**src/rtl/mic_frame_ctrl.sv**
```systemverilog
// Capture sequencer: pairs L/R mic strobes into a ping-pong sample RAM and hands full banks to the correlator.
// Optional frame counter on frame_seq is enabled with `define MIC_FRAME_SEQ_EN.
module mic_frame_ctrl #(
    parameter int unsigned FRAME_LEN = 256,
    parameter int unsigned ADDR_W    = 8,
    parameter int unsigned DATA_W    = 24
) (
    input  logic                  clk,
    input  logic                  rst,
    input  logic                  start,
    input  logic                  stop,
    input  logic                  finished_left,
    input  logic                  finished_right,
    input  logic [DATA_W-1:0]     mic_data_left,
    input  logic [DATA_W-1:0]     mic_data_right,
    output logic                  wr_en,
    output logic                  wr_bank,
    output logic [ADDR_W-1:0]     wr_addr,
    output logic [2*DATA_W-1:0]   wr_data,
    output logic                  frame_valid,
    output logic                  frame_bank,
    input  logic                  frame_ack,
    output logic                  busy,
    output logic                  overrun,
    output logic [15:0]           frame_seq
);

    localparam int unsigned SEQ_W = 16;
    localparam logic [ADDR_W-1:0] LAST_ADDR = ADDR_W'(FRAME_LEN - 1);

    typedef enum logic [1:0] {
        IDLE   = 2'd0,
        WAIT_L = 2'd1,
        WAIT_R = 2'd2,
        HOLD   = 2'd3
    } state_t;

    state_t              state, state_d;
    logic [DATA_W-1:0]   left_q, left_d;
    logic                wr_en_d;
    logic                wr_bank_d;
    logic [ADDR_W-1:0]   wr_addr_d;
    logic [2*DATA_W-1:0] wr_data_d;
    logic                fv_d;
    logic                fb_d;
    logic                pend_bank, pend_d;
    logic                busy_d;
    logic                overrun_d;
    logic                seq_inc;
    logic                seq_clr;

    // Next-state and next-output logic
    always_comb begin
        state_d   = state;
        left_d    = left_q;
        wr_en_d   = 1'b0;
        wr_bank_d = wr_bank;
        wr_addr_d = wr_addr;
        wr_data_d = wr_data;
        fv_d      = frame_valid;
        fb_d      = frame_bank;
        pend_d    = pend_bank;
        overrun_d = overrun;
        seq_inc   = 1'b0;
        seq_clr   = 1'b0;

        // wr_bank/wr_addr address the pulse in flight; advance once it has gone out
        if (wr_en) begin
            wr_addr_d = wr_addr + ADDR_W'(1);
            if (wr_addr == LAST_ADDR) begin
                wr_bank_d = ~wr_bank;
            end
        end

        // Ack is applied before any bank completion in the same cycle
        if (frame_ack && frame_valid) begin
            fv_d = 1'b0;
        end

        if (stop) begin
            state_d = IDLE;
        end else begin
            case (state)
                IDLE: begin
                    if (start) begin
                        state_d   = WAIT_L;
                        wr_bank_d = 1'b0;
                        wr_addr_d = '0;
                        overrun_d = 1'b0;
                        fv_d      = 1'b0;
                        seq_clr   = 1'b1;
                    end
                end
                WAIT_L: begin
                    if (finished_left) begin
                        left_d  = mic_data_left;
                        state_d = WAIT_R;
                    end
                end
                WAIT_R: begin
                    if (finished_right) begin
                        wr_en_d   = 1'b1;
                        wr_data_d = {left_q, mic_data_right};
                        state_d   = WAIT_L;
                        if (wr_addr == LAST_ADDR) begin
                            seq_inc = 1'b1;
                            if (fv_d) begin
                                overrun_d = 1'b1;
                                pend_d    = wr_bank;
                                state_d   = HOLD;
                            end else begin
                                fv_d = 1'b1;
                                fb_d = wr_bank;
                            end
                        end
                    end else if (finished_left) begin
                        left_d = mic_data_left;
                    end
                end
                HOLD: begin
                    if (frame_ack && frame_valid) begin
                        fv_d      = 1'b1;
                        fb_d      = pend_bank;
                        wr_addr_d = '0;
                        state_d   = WAIT_L;
                    end
                end
                default: state_d = IDLE;
            endcase
        end

        busy_d = (state_d != IDLE);
    end

    // State and output registers
    always_ff @(posedge clk or posedge rst) begin
        if (rst) begin
            state       <= IDLE;
            left_q      <= '0;
            wr_en       <= 1'b0;
            wr_bank     <= 1'b0;
            wr_addr     <= '0;
            wr_data     <= '0;
            frame_valid <= 1'b0;
            frame_bank  <= 1'b0;
            pend_bank   <= 1'b0;
            busy        <= 1'b0;
            overrun     <= 1'b0;
        end else begin
            state       <= state_d;
            left_q      <= left_d;
            wr_en       <= wr_en_d;
            wr_bank     <= wr_bank_d;
            wr_addr     <= wr_addr_d;
            wr_data     <= wr_data_d;
            frame_valid <= fv_d;
            frame_bank  <= fb_d;
            pend_bank   <= pend_d;
            busy        <= busy_d;
            overrun     <= overrun_d;
        end
    end

`ifdef MIC_FRAME_SEQ_EN
    logic [SEQ_W-1:0] seq_q;

    // Completed-frame counter, wraps at 2^16
    always_ff @(posedge clk or posedge rst) begin
        if (rst) begin
            seq_q <= '0;
        end else if (seq_clr) begin
            seq_q <= '0;
        end else if (seq_inc) begin
            seq_q <= seq_q + SEQ_W'(1);
        end
    end

    assign frame_seq = seq_q;
`else
    logic unused_seq;
    assign unused_seq = seq_inc ^ seq_clr;
    assign frame_seq  = 16'd0;
`endif

endmodule

```
**config.mk**
```make
export PLATFORM = sky130hd
export DESIGN_NAME = mic_frame_ctrl
export DESIGN_NICKNAME = d
export VERILOG_FILES = /design/src/rtl/mic_frame_ctrl.sv
export SDC_FILE = /design/constraint.sdc
export NUM_CORES = 1
export LEC_CHECK = 0
export ABC_AREA = 1
export BUFFER_PORTS_ARGS = -buffer_cell sky130_fd_sc_hd__buf_2
export CAP_MARGIN = 10
export CORE_MARGIN = 1.5
export CORE_UTILIZATION = 30
export DETAILED_ROUTE_END_ITERATION = 16
export GPL_TIMING_DRIVEN = 0
export SYNTH_ARGS = -nofsm -noshare
export SYNTH_HDL_FRONTEND = slang
export SYNTH_SLANG_ARGS = --single-unit
```
**constraint.sdc**
```tcl
create_clock -name clk -period 2.47 [get_ports clk]
set_input_delay 0.247 -clock clk [delete_from_list [all_inputs] [get_ports clk]]
set_output_delay 0.247 -clock clk [all_outputs]
set_load 0.01 [all_outputs]
```
==> impl_results.md, run 1 <==
* Outcome: complete, no violations
* Pwr/cell area at 1040 nW/µm²
* Setup TNS at 0 ps
* Drt pass-1 iters at 4
* Vias per cell at 4.10
* Largest net degree at the start of global routing at 35
* Critical path launch point type: register
* Crit. End Element: register
* Global Route Usage Sum at 13.5%
* Simple-gate portion of the synthesized area at 23.6%
* Iteration-0 DRC count of the detailed router at 110
* Period minus WS final at 1720 ps
* Core area at 13100 µm²
* Resize count post-CTS at 0
* Crit-path max FO at 10
* Top Ports at 133
* Area Growth Syn to Fin at 29.9%
* Headroom to the max-slew limit at 49.0%
* Top post-synthesis cells by count: 181 x nand2_1, 89 x dfrtp_1, 48 x inv_1
* Routed Antenna Nets at 0
* Die ar. at 14000 µm²
* Top_reg_cell synth: dfrtp_1
* Number of synthesized flops with an enable pin at 0
* Mux contribution to synthesized area at 0%
* Initial antenna violation count at 0
* Synth Warn # at 0
* Core Rows at 42
* Clock Sinks at 89
* Net switching power at 1.87 mW
* Power Internal at 3.56 mW
* Synth top area cells: dfrtp_1 56%, nand2_1 17%, inv_1 4.5%
* Ant. Diodes at 0
* Leakage Power at 3.00 nW
* I/O Buffers at 116
* Synth Area in Adders at 1.56%
* Die H at 118 µm
* Final Max Slew Viols at 0
* Syn avg cell area at 8.79 µm²
* Share of the yosys chip area belonging to registers at 55.7%
* Vias in the first global route at 3054
* Final setup violating endpoints at 0
* Compound-Gate Fraction of Synth Area at 7.57%
* Slew @ Worst Pin at 763 ps
* Clk_lat worst skew at 340 ps
* Net count, final at 659
* Max_cap viols at 0
* Cell taking the most area after synthesis: dfrtp_1
* Global-route wire length before repair at 14700 µm
* Synth top area share at 55.7%
* CTS tree: done
* Clock-pin transition on the worst setup and hold timing paths at 60 ps
* Flop pwr share at 43.1%
* Share of cells above drive strength 1 at 33.4%
* Highest clock rate at 580 MHz
* Worst EP required at 2680 ps
* Setup CP Type: reg2reg
* Async set-reset flop share out of synthesis at 100%
* Drt drc at 0
* RePlAce Congestion at 0.833
* Dominant cell by count in the synthesized netlist: nand2_1
* HPWL after DPL at 6750 µm
* Clock power frac at 24.5%
* Fin crit share at 69.8%
* Number of library cell types mapped by synthesis at 28
* Switching share of power at 34.5%
* Total grt overflow at 0
* Total number of vias at 3199
* Critical path arrival at 1940 ps
* Unrepaired setup endpoints after global routing: no
* CTS Hold Bufs at 0
* Hold Vio Cnt, Final at 0
* Initial Utilization at 30.4%
* FF+latch count, synth at 89
* Die X at 118 µm
* Layout Skew at 4.84 ps
* Overall Power at 5.43 mW
* Setup Buffers After CTS at 0
* Worst Hold Class: in2async
* Synth Cell Area at 4000 µm²
* Root buffer cell: clkbuf_16
* Worst vdd ir at 0.366 mV
* Routed Wire Length at 8870 µm
* Hold Slack at 38.2 ps
* Logic pwr share at 32.4%
* Num CTS Buffers at 9
* Synth Instances at 455
* Xor and xnor fraction of the mapped netlist area at 0.438%
* Clock Tree Buf Depth at 2
* Wire per inst at 11.4 µm
* Largest family of logic cells by synthesized area: simple AND/OR/NAND/NOR gates
* H-tree lvl count at 3
==> cell usage in the layout, fill, tap and decap left out, types with 2 or more instances in the layout <==
master      instances
o21ai_0            16
o21ai_1             4
clkbuf_8            4
clkbuf_16           9
nand2_2            16
buf_12              3
a21oi_1             8
o21ai_2            16
dfrtp_1            89
inv_2               2
nand3_1             8
ha_1                5
nor2_1             15
nor3_1              3
clkinvlp_4          2
buf_6               3
buf_2             123
inv_1              47
nand2_1           181
nand4_1             3
conb_1             16
buf_4              20
clkbuf_1            2
==> critical path: stages, from the launching register on <==
cell	delay [ps]
dfrtp_1	400
inv_1	90
ha_1	190
buf_4	160
o2111ai_2	310
buf_2	320
o21ai_0	110
==> through the flow <==
| stage | setup slack [ps] | util, % | area [µm²] | std cells |
|---|---|---|---|---|
| after global routing | 634 | 39.6 | 5200 | 780 |
| final | 746 | 39.6 | 5200 | 780 |
| after CTS | 718 | 39.6 | 5200 | 780 |
| after global placement | 573 | 37.0 | 4860 | 762 |
| after floorplan | 981 | - | 4060 | 470 |
| after detailed placement | 729 | 37.3 | 4900 | 764 |
==> final timing paths <==
path	start	to	slack [ps]	cells after the start
hold reg to reg	wr_data[41]	wr_data[41]	460	2
hold / removal	rst	wr_data[12]	40	2
setup / recovery	state[0]	left_q[18]	750	6
max in group asynchronous	rst	left_q[0]	1630	4
setup reg to reg	state[0]	left_q[18]	750	6
min in group clk	mic_data_right[4]	wr_data[4]	110	3
==> registers in the layout, summed over array words and instances, names as in the netlist <==
signal       count
busy             1
frame_bank       1
frame_valid      1
left_q          24
overrun          1
pend_bank        1
state            2
wr_addr          8
wr_bank          1
wr_data         48
wr_en            1
==> cell type report <==
class	count	area, µm²
fillers	1363	7940
flip-flops and latches	89	2230
multi-input cells	299	1390
repair buffers	118	621
clock buffers	15	288
plain buffers	32	254
well taps	176	220
inverters	50	191
clock inverters	1	7.51
==> routing by layer <==
metal	GRT usage (%)	part of all wire, %	vias to the layer above
met5	0	0	-
met4	7.08	2.5	0
met3	2.85	5.9	17
met2	20.9	45	111
met1	17.7	47	1421
li1	-	-	1650
==> kinds of logic after synthesis <==
| kind of cell | Yosys count |
|---|---|
| and+or+nand+nor | 230 |
| buffers and inverters | 82 |
| adders and majority gates | 5 |
| AOI/OAI and AO/OA | 46 |
| xor gates and xnor gates | 2 |
| DFF | 89 |
| other | 1 |
==> power groups by stage <==
stage / sequential [mW] / combinational (mW) / clock [mW]
final: 2.34 / 1.76 / 1.33
after global routing: 2.41 / 1.99 / 1.44
after CTS: 2.34 / 1.80 / 1.39
after detailed placement: 2.36 / 1.79 / 0
after global placement: 2.34 / 1.74 / 0
after floorplan: 2.51 / 0.947 / 0
No activity file was read; power rests on OpenSTA's default activity.
==> run 2, diff against run 1 <==
Clock period 2.47 ns to 1.57 ns, I/O delays scaled along.
==> run 2 against run 1 <==
Effect of this change: cell count is 2.2% higher; non-clock buffer count is 17 higher; routed wire length is 4.7% higher; register-to-register slack worse by 690 ps; clock power is 57% higher; combinational power is 80% higher; global-route usage is 0.35 points higher; first-iteration DRC count is 27% higher; sequential share of layout area is 2.1 points lower; worst hold slack worse by 22 ps; total power is 65% higher; critical path type unchanged; highest routed layer unchanged.
==> impl_results.md, run 2 (same netlist as run 1, synthesis figures left out) <==
* Vias per cell at 4.15 (+1.1%)
* Final setup violating endpoints at 0 (unchanged)
* Post-Place Cells at 764 (unchanged)
* Largest net degree at the start of global routing at 35 (unchanged)
* Setup CP Type: reg2reg
* Crit. End Element: register
* Die X at 118 µm (unchanged)
* Max_cap viols at 0 (unchanged)
* Area Growth Syn to Fin at 36.7%
* Worst Hold Class: in2reg
* Worst setup path end: left_q[8]
* Setup crit start: state[0]
* Setup TNS at 0 ps (unchanged)
* Final core occ at 41.6% (+2.1 points)
* Clock Tree Buf Depth at 2 (unchanged)
* Root buffer cell: clkbuf_16
* Highest clock rate at 659 MHz (+14%)
* Fin crit share at 96.6% (+27 points)
* Drt drc at 0 (unchanged)
* Critical path arrival at 1790 ps (-150 ps)
* Die ar. at 14000 µm² (unchanged)
* Initial Utilization at 30.4% (unchanged)
* Worst R2R Setup Slack at 50 ps (-690 ps)
* Die H at 118 µm (unchanged)
* Hold Slack at 16.7 ps (-21.6 ps)
* Clock-pin transition on the worst setup and hold timing paths at 60 ps (about the same)
* Worst vdd ir at 0.575 mV (+57%)
* Clock Sinks at 89 (unchanged)
* Total grt overflow at 0 (unchanged)
* Total number of vias at 3304 (+3.3%)
* Worst EP required at 1840 ps (-840 ps)
* Global-route wire length before repair at 15100 µm (+2.5%)
* Met1 WL at 4290 µm (+3.6%)
* Ant. Diodes at 0 (unchanged)
* RePlAce Congestion at 0.833 (unchanged)
* Core Rows at 42 (unchanged)
* R2R cell count at 7 (+1)
* Reg2reg end: left_q[8]
* Vias in the first global route at 3164 (+3.6%)
* Highest routed metal layer: met4
* Core area at 13100 µm² (unchanged)
* Wire per inst at 11.7 µm (+2.5%)
* Biggest regs: wr_data x48, left_q x24, wr_addr x8
* Routed Wire Length at 9290 µm (+4.7%)
* Hold Vio Cnt, Final at 0 (unchanged)
* Period minus WS final at 1520 ps (-207 ps)
* Num CTS Buffers at 9 (unchanged)
* Final Max Slew Viols at 0 (unchanged)
* Critical path launch point type: register
* Most frequent cells in the layout: 179 x nand2_1, 121 x buf_2, 89 x dfrtp_1
* Net count, final at 676 (+2.6%)
* Most common cell after layout, fill and taps aside: nand2_1
* HPWL after DPL at 6750 µm (unchanged)
* Clk_lat worst skew at 340 ps (about the same)
* Metal2 WL at 4250 µm (+6.7%)
* FF-to-FF Start: state[0]
* Drt pass-1 iters at 6 (+2)
* Max reg flops at 48 (unchanged)
* CTS tree: done
* H-tree lvl count at 3 (unchanged)
* Outcome: complete, no violations
* Met3 wire length at 486 µm (-7.1%)
* Layout Skew at 4.78 ps (-0.0682 ps)
* Iteration-0 DRC count of the detailed router at 140 (+27%)
* Global Route Usage Sum at 13.8% (+0.35 points)
* Overall Power at 8.95 mW (+65%)
* Unrepaired setup endpoints after global routing: yes
* Crit-path max FO at 7 (-3)
* Pwr/cell area at 1640 nW/µm² (+57%)
* Biggest register: wr_data
* Routed Antenna Nets at 0 (unchanged)
* I/O Buffers at 116 (unchanged)
* Non-filler instance count after layout at 797 (+2.2%)
* Initial antenna violation count at 0 (unchanged)
* Slew @ Worst Pin at 765 ps (+2.06 ps)
* Top Ports at 133 (unchanged)
* Share of cells above drive strength 1 at 36.6% (+3.1 points)
* Leakage Power at 3.11 nW (+3.7%)
* Headroom to the max-slew limit at 48.9% (-0.14 points)
-- run 2: cell count changes in the layout (fill, tap and decap cells not counted), sizes merged --
cell,delta
clkbuf,+2
dlygate4sd3,+1
buf,+14
-- run 2: stage by stage --
step	cell area, µm²	worst slack (ps)
floorplan	4060	81.5
global placement	4860	-237
global route	5470	-6.77
finish	5470	52.8
detailed placement	4900	-171
CTS	5360	0.447
-- run 2: cell type report --
class,count,area (µm²)
Clock inverter,1,7.51
Tap cell,176,220
Clock buffer,15,288
Inverter,50,191
Multi-Input combinational cell,299,1450
Sequential cell,89,2230
Buffer,30,264
Fill cell,1345,7670
Timing Repair Buffer,137,816
-- run 2: power breakdown --
group	switching, mW	internal, mW	leakage (nW)
clock	0.842	1.25	0.142
combinational	1.73	1.45	1.81
sequential	0.508	3.18	1.16
-- run 2: timing repair --
action | 4_1_cts | 5_1_grt
gates cloned | 2 | 3
pin swaps | 2 | 5
hold buffers | 1 | 0
resized for setup | 16 | 11
setup endpoints to repair | 60 | 76
endpoints found under the hold margin | 33 | 0
setup buffers | 8 | 5
-- run 2: worst min path at each step --
stage,startpoint,end,slack (ps),depth (start not counted)
floorplan,mic_data_right[10],wr_data[10],270,2
detailed placement,rst,wr_data[12],340,2
finish,mic_data_right[4],wr_data[4],20,3
global route,mic_data_right[17],wr_data[17],10,3
CTS,mic_data_right[4],wr_data[4],0.9,3
global placement,mic_data_right[20],wr_data[20],360,3
-- run 2: critical path, stage by stage, from the launching register on --
cell	delay, ps
dfrtp_1	400
buf_6	140
ha_4	170
o2111ai_4	290
buf_8	190
clkbuf_16	160
nand2_2	50
o21ai_2	40
-- run 2: routing by layer --
layer / track usage (%) / vias up
li1: - / 1683
met1: 18.0 / 1489
met2: 21.6 / 112
met3: 2.75 / 20
met4: 7.68 / 0
met5: 0 / -
